**src/rtl/ads124s08_spi_responder.sv**
```systemverilog
// ADS124S08 device-side SPI responder (SPI mode 1) for board emulation / loopback.
// Decodes single-register WREG/RREG frames and 32-clock read-data-direct frames,
// keeps an 18-entry register file, serves conversion words and drives nDRDY.
// Optional: define ADS124S08_RESP_CRC_EN to append a CRC-8 of the 24 data bits
// as the tail byte; otherwise the tail byte is 8'h00 and no CRC logic exists.
module ads124s08_spi_responder #(
    parameter logic [7:0] DEVICE_ID   = 8'h08,
    parameter int         REG_COUNT   = 18,
    parameter int         SYNC_STAGES = 2
) (
    input  logic        CLK,
    input  logic        RESET,
    input  logic        ADC_SCLK,
    input  logic        ADC_nCS,
    input  logic        ADC_MOSI,
    output logic        ADC_MISO,
    output logic        ADC_nDRDY,
    input  logic [23:0] CONV_DATA,
    input  logic        CONV_VALID,
    output logic        REG_WR_STROBE,
    output logic [4:0]  REG_WR_ADDR,
    output logic [7:0]  REG_WR_DATA,
    output logic        FRAME_ERR
);

    typedef enum logic [2:0] {
        ST_IDLE,
        ST_CMD,
        ST_ARG,
        ST_DATA,
        ST_DIRECT,
        ST_DONE
    } state_t;

    localparam logic [5:0] REG_LIMIT = 6'(REG_COUNT);

    logic [SYNC_STAGES-1:0] sclk_sync;
    logic [SYNC_STAGES-1:0] ncs_sync;
    logic [SYNC_STAGES-1:0] mosi_sync;
    logic                   sclk_prev;
    logic                   ncs_prev;
    logic                   sclk_s;
    logic                   ncs_s;
    logic                   mosi_s;
    logic                   sclk_rise;
    logic                   sclk_fall;
    logic                   ncs_rise;
    logic                   ncs_fall;

    state_t      state;
    logic [5:0]  bit_cnt;
    logic [6:0]  rx_shift;
    logic [7:0]  next_byte;
    logic [31:0] shift_out;
    logic [4:0]  out_idx;
    logic [4:0]  reg_addr;
    logic        is_wreg;
    logic        direct_24;
    logic        addr_in_range;
    logic [7:0]  rd_val;
    logic [7:0]  reg_file [1:REG_COUNT-1];

    logic [23:0] conv_data;
    logic [7:0]  conv_tail;
    logic [23:0] pend_data;
    logic        pending;
    logic [23:0] new_word;
    logic [7:0]  new_tail;

    assign sclk_s    = sclk_sync[SYNC_STAGES-1];
    assign ncs_s     = ncs_sync[SYNC_STAGES-1];
    assign mosi_s    = mosi_sync[SYNC_STAGES-1];
    assign sclk_rise = sclk_s & ~sclk_prev;
    assign sclk_fall = ~sclk_s & sclk_prev;
    assign ncs_rise  = ncs_s & ~ncs_prev;
    assign ncs_fall  = ~ncs_s & ncs_prev;

    assign next_byte     = {rx_shift, mosi_s};
    assign out_idx       = 5'd31 - bit_cnt[4:0];
    assign addr_in_range = ({1'b0, reg_addr} < REG_LIMIT);
    assign rd_val        = (reg_addr == 5'd0) ? DEVICE_ID :
                           addr_in_range      ? reg_file[reg_addr] : 8'h00;

    assign new_word = CONV_VALID ? CONV_DATA : pend_data;

`ifdef ADS124S08_RESP_CRC_EN
    function automatic logic [7:0] crc8(input logic [23:0] d);
        logic [7:0] c;
        c = 8'hFF;
        for (int i = 23; i >= 0; i--) begin
            if (c[7] ^ d[i]) c = {c[6:0], 1'b0} ^ 8'h07;
            else             c = {c[6:0], 1'b0};
        end
        return c;
    endfunction

    assign new_tail = crc8(new_word);
`else
    assign new_tail = 8'h00;
`endif

    // Synchronize the SPI pins and keep one-cycle history for edge detection;
    // nCS starts low so a frame can only begin after nCS has been seen high.
    always_ff @(posedge CLK or posedge RESET) begin
        if (RESET) begin
            sclk_sync <= '0;
            ncs_sync  <= '0;
            mosi_sync <= '0;
            sclk_prev <= 1'b0;
            ncs_prev  <= 1'b0;
        end else begin
            sclk_sync <= {sclk_sync[SYNC_STAGES-2:0], ADC_SCLK};
            ncs_sync  <= {ncs_sync[SYNC_STAGES-2:0], ADC_nCS};
            mosi_sync <= {mosi_sync[SYNC_STAGES-2:0], ADC_MOSI};
            sclk_prev <= sclk_s;
            ncs_prev  <= ncs_s;
        end
    end

    // Frame state machine: bit counting, opcode decode, MISO launch and register writes.
    always_ff @(posedge CLK or posedge RESET) begin
        if (RESET) begin
            state         <= ST_IDLE;
            bit_cnt       <= 6'd0;
            rx_shift      <= 7'd0;
            shift_out     <= 32'd0;
            reg_addr      <= 5'd0;
            is_wreg       <= 1'b0;
            direct_24     <= 1'b0;
            ADC_MISO      <= 1'b0;
            REG_WR_STROBE <= 1'b0;
            REG_WR_ADDR   <= 5'd0;
            REG_WR_DATA   <= 8'd0;
            FRAME_ERR     <= 1'b0;
            for (int i = 1; i < REG_COUNT; i++) reg_file[i] <= 8'h00;
        end else begin
            REG_WR_STROBE <= 1'b0;
            FRAME_ERR     <= 1'b0;
            if (ncs_rise) begin
                state    <= ST_IDLE;
                ADC_MISO <= 1'b0;
                if (state != ST_IDLE && bit_cnt[2:0] != 3'd0) FRAME_ERR <= 1'b1;
            end else if (ncs_fall) begin
                state     <= ST_CMD;
                bit_cnt   <= 6'd0;
                direct_24 <= 1'b0;
                shift_out <= {conv_data, conv_tail};
                ADC_MISO  <= conv_data[23];
            end else if (state != ST_IDLE) begin
                if (sclk_rise) begin
                    if (state == ST_DONE || bit_cnt[5]) ADC_MISO <= 1'b0;
                    else                                ADC_MISO <= shift_out[out_idx];
                end
                if (sclk_fall && state != ST_DONE) begin
                    rx_shift <= next_byte[6:0];
                    bit_cnt  <= bit_cnt + 6'd1;
                    case (state)
                        ST_CMD: begin
                            if (bit_cnt == 6'd7) begin
                                reg_addr <= next_byte[4:0];
                                if (next_byte[7:5] == 3'b010) begin
                                    is_wreg <= 1'b1;
                                    state   <= ST_ARG;
                                end else if (next_byte[7:5] == 3'b001) begin
                                    is_wreg <= 1'b0;
                                    state   <= ST_ARG;
                                end else begin
                                    state   <= ST_DIRECT;
                                end
                            end
                        end
                        ST_ARG: begin
                            if (bit_cnt == 6'd15) begin
                                state <= ST_DATA;
                                if (!is_wreg) shift_out[15:8] <= rd_val;
                            end
                        end
                        ST_DATA: begin
                            if (bit_cnt == 6'd23) begin
                                state <= ST_DONE;
                                if (is_wreg && reg_addr != 5'd0 && addr_in_range) begin
                                    reg_file[reg_addr] <= next_byte;
                                    REG_WR_STROBE      <= 1'b1;
                                    REG_WR_ADDR        <= reg_addr;
                                    REG_WR_DATA        <= next_byte;
                                end
                            end
                        end
                        ST_DIRECT: begin
                            if (bit_cnt == 6'd23) direct_24 <= 1'b1;
                            if (bit_cnt == 6'd31) state <= ST_DONE;
                        end
                        default: ;
                    endcase
                end
            end
        end
    end

    // Conversion holding register and nDRDY; words arriving mid-frame wait until nCS rises.
    always_ff @(posedge CLK or posedge RESET) begin
        if (RESET) begin
            conv_data <= 24'd0;
            conv_tail <= 8'd0;
            pend_data <= 24'd0;
            pending   <= 1'b0;
            ADC_nDRDY <= 1'b1;
        end else if (ncs_rise) begin
            if (CONV_VALID || pending) begin
                conv_data <= new_word;
                conv_tail <= new_tail;
                pending   <= 1'b0;
                ADC_nDRDY <= 1'b0;
            end else if (direct_24) begin
                ADC_nDRDY <= 1'b1;
            end
        end else if (CONV_VALID) begin
            if (!ncs_s) begin
                pend_data <= CONV_DATA;
                pending   <= 1'b1;
            end else begin
                conv_data <= CONV_DATA;
                conv_tail <= new_tail;
                ADC_nDRDY <= 1'b0;
            end
        end
    end

endmodule
```
**config.mk**
```make
export PLATFORM = sky130hd
export DESIGN_NAME = ads124s08_spi_responder
export DESIGN_NICKNAME = d
export VERILOG_FILES = /design/src/rtl/ads124s08_spi_responder.sv
export SDC_FILE = /design/constraint.sdc
export NUM_CORES = 1
export LEC_CHECK = 0
export BUFFER_PORTS_ARGS = -buffer_cell sky130_fd_sc_hd__buf_2
export CORE_AREA = 2 2 217 219
export DETAILED_ROUTE_END_ITERATION = 10
export DIE_AREA = 0 0 219 221
export PLACE_DENSITY_LB_ADDON = 0.15
export SLEW_MARGIN = 20
export SYNTH_ARGS = -nofsm -noshare
export SYNTH_HDL_FRONTEND = slang
export SYNTH_SLANG_ARGS = --single-unit
```
**constraint.sdc**
```tcl
create_clock -name CLK -period 21.9 [get_ports CLK]
set_input_delay 4.38 -clock CLK [delete_from_list [all_inputs] [get_ports CLK]]
set_output_delay 4.38 -clock CLK [all_outputs]
set_load 0.05 [all_outputs]
```
==> impl_metrics.toml <==
[timing]
timing.final.crit_period_ns = 6.47
fin_setup_tns_ns = 0
final-hold-violation-count = 0
grt_setup_unrepaired = "false"
fin_skew_ns = 0.00873
relSlewSlack_pct = 35.4
fmax_mhz = 155
setup_viol = 0
drv_slew = 0
worst_slew_pin_slew_ns = 0.969
layout_setup_ws_ns = 15.43
period_share_pct = 29.5

[cts]
clock_path_buffers = 3
htree_levels = 1
cts_tree = "yes"
clock-sinks = 257
cts_root_buffer = "clkbuf_16"
post_cts_resized = 0
post_cts.repair.setup_buffers = 0
cts_made_buffers = 31
hold_buffers = 0
clk_pin_slew_worst_paths_ns = 0.06
insertion_delay_ns = 0.56

[setup_path]
cp_slowest_cell = "buf_4"
cp_cell_sequence = "buf_2 -> inv_8 -> buf_4 -> buf_4"
path_depth = 4
worstSetupStartpointType = "primary input"
ff2ff_path_depth = 7
cp.buffers_inverters = 4
worst_path_most_repeated_cell = "buf_4"
path_class = "in -> async"
arrival_ns = 6.94
crit_path_end_kind = "asynchronous set/reset pin"
cp_max_fo = 134
worstPathRequired_ns = 22.38
max_stage_delay_ns = 0.79
path_delay_family = "buffers and inverters"

[route]
routed_wl_um = 29900
ant_nets = 0
post-route-drc-count = 0
dr_total_vias = 7205
post_drt_wl_per_cell_um = 19.3
avgViaCountPerCell = 4.65
drtPass1Iterations = 4
drt_iter0_drc = 283

[logic_synthesis]
postSynthAreaPerCell_um2 = 13.2
synth_top_area_cell = "dfrtp_1"
synth_cell_type_count = 57
synth.top_cell.area_share_pct = 54.2
synth_mux_area_share_pct = 28.2
synth.area.top_cells = "dfrtp_1, mux2_2, mux4_2, mux2i_1, o21ai_0"
synth_area_um2 = 11800
async_reset_ff_share_pct = 100
yosys.area_share.simple_pct = 8.20
ys_seq_area_share_pct = 54.4
synth_edf_count = 0
synth_top_family_by_area = "multiplexers"
synth_xor_area_share_pct = 0.148
synth_fa_ha_area_share_pct = 0.423
synth_flop_cell = "dfrtp_1"
synth-compound-area-share_pct = 5.82
syn_nets = 929
synthCells = 895
yosysWarningCount = 0
synth_seq_cells = 257

[layout]
multiInputGateArea_um2 = 5070
layout-drive-gt1-share_pct = 39.2
fillerInstances = 4810
diodes = 0
final_cell_area_um2 = 13700
num-nets-final = 954
seq_area_um2 = 6440
syn_to_final_growth_pct = 16.2

[grt]
grt_first_pass_wirelength_um = 48700
grt_pass1_vias = 7794
grt_max_degree = 135
grt_usage_pct = 12.8
grt_antenna_before_repair = 0
grt.overflow.total = 0

[pwr]
total_power_mw = 1.24
power.density_nw_per_um2 = 89.9
cellLeakagePower_nw = 6.35
ir_worst_vdd_mv = 0.0644

[placement]
dpl_cell_area_um2 = 12600
pre_cts_ws_ns = 14.68
dp_hpwl_um = 19300
gp_congestion = 0.700
port_buffers = 46

[die]
num_rows = 79
die_w_um = 219
coreArea_um2 = 46100
dieArea_um2 = 48400
io_pins = 47
initial_core_util_pct = 25.7
die_h_um = 221

[status]
outcome = "complete, no violations"

[worst_hold_path]
hold_depth = 0
hold_class = "reg -> reg"

[flow_run]
max_cap_viol_count = 0
==> power by group <==
part           switching, mW  leakage (nW)  total (mW)  internal, mW
combinational         0.0663          2.41       0.125        0.0586
sequential            0.0651          3.41       0.575         0.510
clock                  0.200         0.529       0.535         0.334
total                  0.332          6.35        1.24         0.903
==> flip-flops by register name, indices dropped and copies added (netlist names), 2 cells and up <==
register     flops
mosi_sync        2
REG_WR_ADDR      5
state            3
sclk_sync        2
pend_data       24
reg_addr         5
REG_WR_DATA      8
reg_file       136
shift_out       24
conv_data       24
rx_shift         7
ncs_sync         2
bit_cnt          6
==> cells by family after synthesis <==
kind of cell	count (synthesis)
compound gates	111
xor+xnor	2
fa+ha+maj	4
buf+inv	79
flops	257
mux	277
simple gates	165
==> path summary, 6_finish.rpt <==
path / start / to / slack [ns]
min in group asynchronous: RESET / pend_data[22] / 4.00
hold / removal: mosi_sync[0] / mosi_sync[1] / 0.35
setup / recovery: RESET / reg_addr[0] / 15.43
hold reg to reg: mosi_sync[0] / mosi_sync[1] / 0.35
max in group CLK: ADC_nDRDY / ADC_nDRDY / 16.11
setup reg to reg: bit_cnt[0] / reg_file[109] / 18.48
==> synthesized netlist by cell type, types with 5 or more instances <==
library cell and n:
mux4_2 23, nand3_1 21, nand2_1 60, clkbuf_1 47
nor2b_1 7, nand2b_1 9, buf_2 11, a21oi_1 6
nor4_4 5, inv_1 12, nor3_4 6, mux2_2 218
a22oi_1 15, o221ai_1 7, o22ai_1 7, nor2_1 28
or3_1 5, dfrtp_1 256, mux2i_1 36, o21ai_0 55
==> layout by cell type (no fill, tap or decap), drive strengths merged, types with 3 or more instances in the layout <==
cell type	count
a21o	3
nor3	10
o221ai	7
or3	5
inv	12
buf	58
clkbuf	52
o21ai	55
nand3	21
nor2b	7
bufinv	3
o22ai	7
nor2	29
nand3b	5
a31oi	3
mux4	23
a22oi	15
a21oi	6
mux2i	36
nor4	8
dfrtp	256
clkinv	3
ha	4
and2	3
nand2	60
mux2	218
nand2b	9
==> per-stage QoR <==
stage,std cells,hold WS [ns],util (%)
floorplan,895,0.331,-
global placement,1493,0.338,27.4
detailed placement,1493,0.339,27.4
CTS,1550,0.351,29.8
global route,1551,0.352,29.8
finish,1551,0.347,29.8
==> metal layers <==
metal	global-route usage, %	vias up	wire (um)	share of wire [%]
li1	-	3312	-	-
met1	18.9	3769	14900	50
met2	19.6	87	13400	45
met3	1.75	37	980	3.3
met4	3.44	0	576	1.9
met5	0	-	0	0
==> area by class of cell <==
| class | instances | share of cell area, % |
|---|---|---|
| repair buffers | 58 | 2.48 |
| multi-input cells | 559 | 36.9 |
| inverters | 13 | 0.410 |
| clock inverters | 5 | 0.729 |
| clock buffers | 52 | 7.09 |
| well taps | 607 | 5.53 |
| flip-flops and latches | 257 | 46.8 |
==> worst register-to-register path, stage by stage, from the launching register on <==
cell      delay (ns)
dfrtp_1         0.73
ha_1            0.37
nand3b_4        0.16
nor4_4          0.38
nand4_2         0.13
buf_4           0.29
nor4b_4         0.83
mux2_2          0.41
Power figures use the tool's default switching activity.
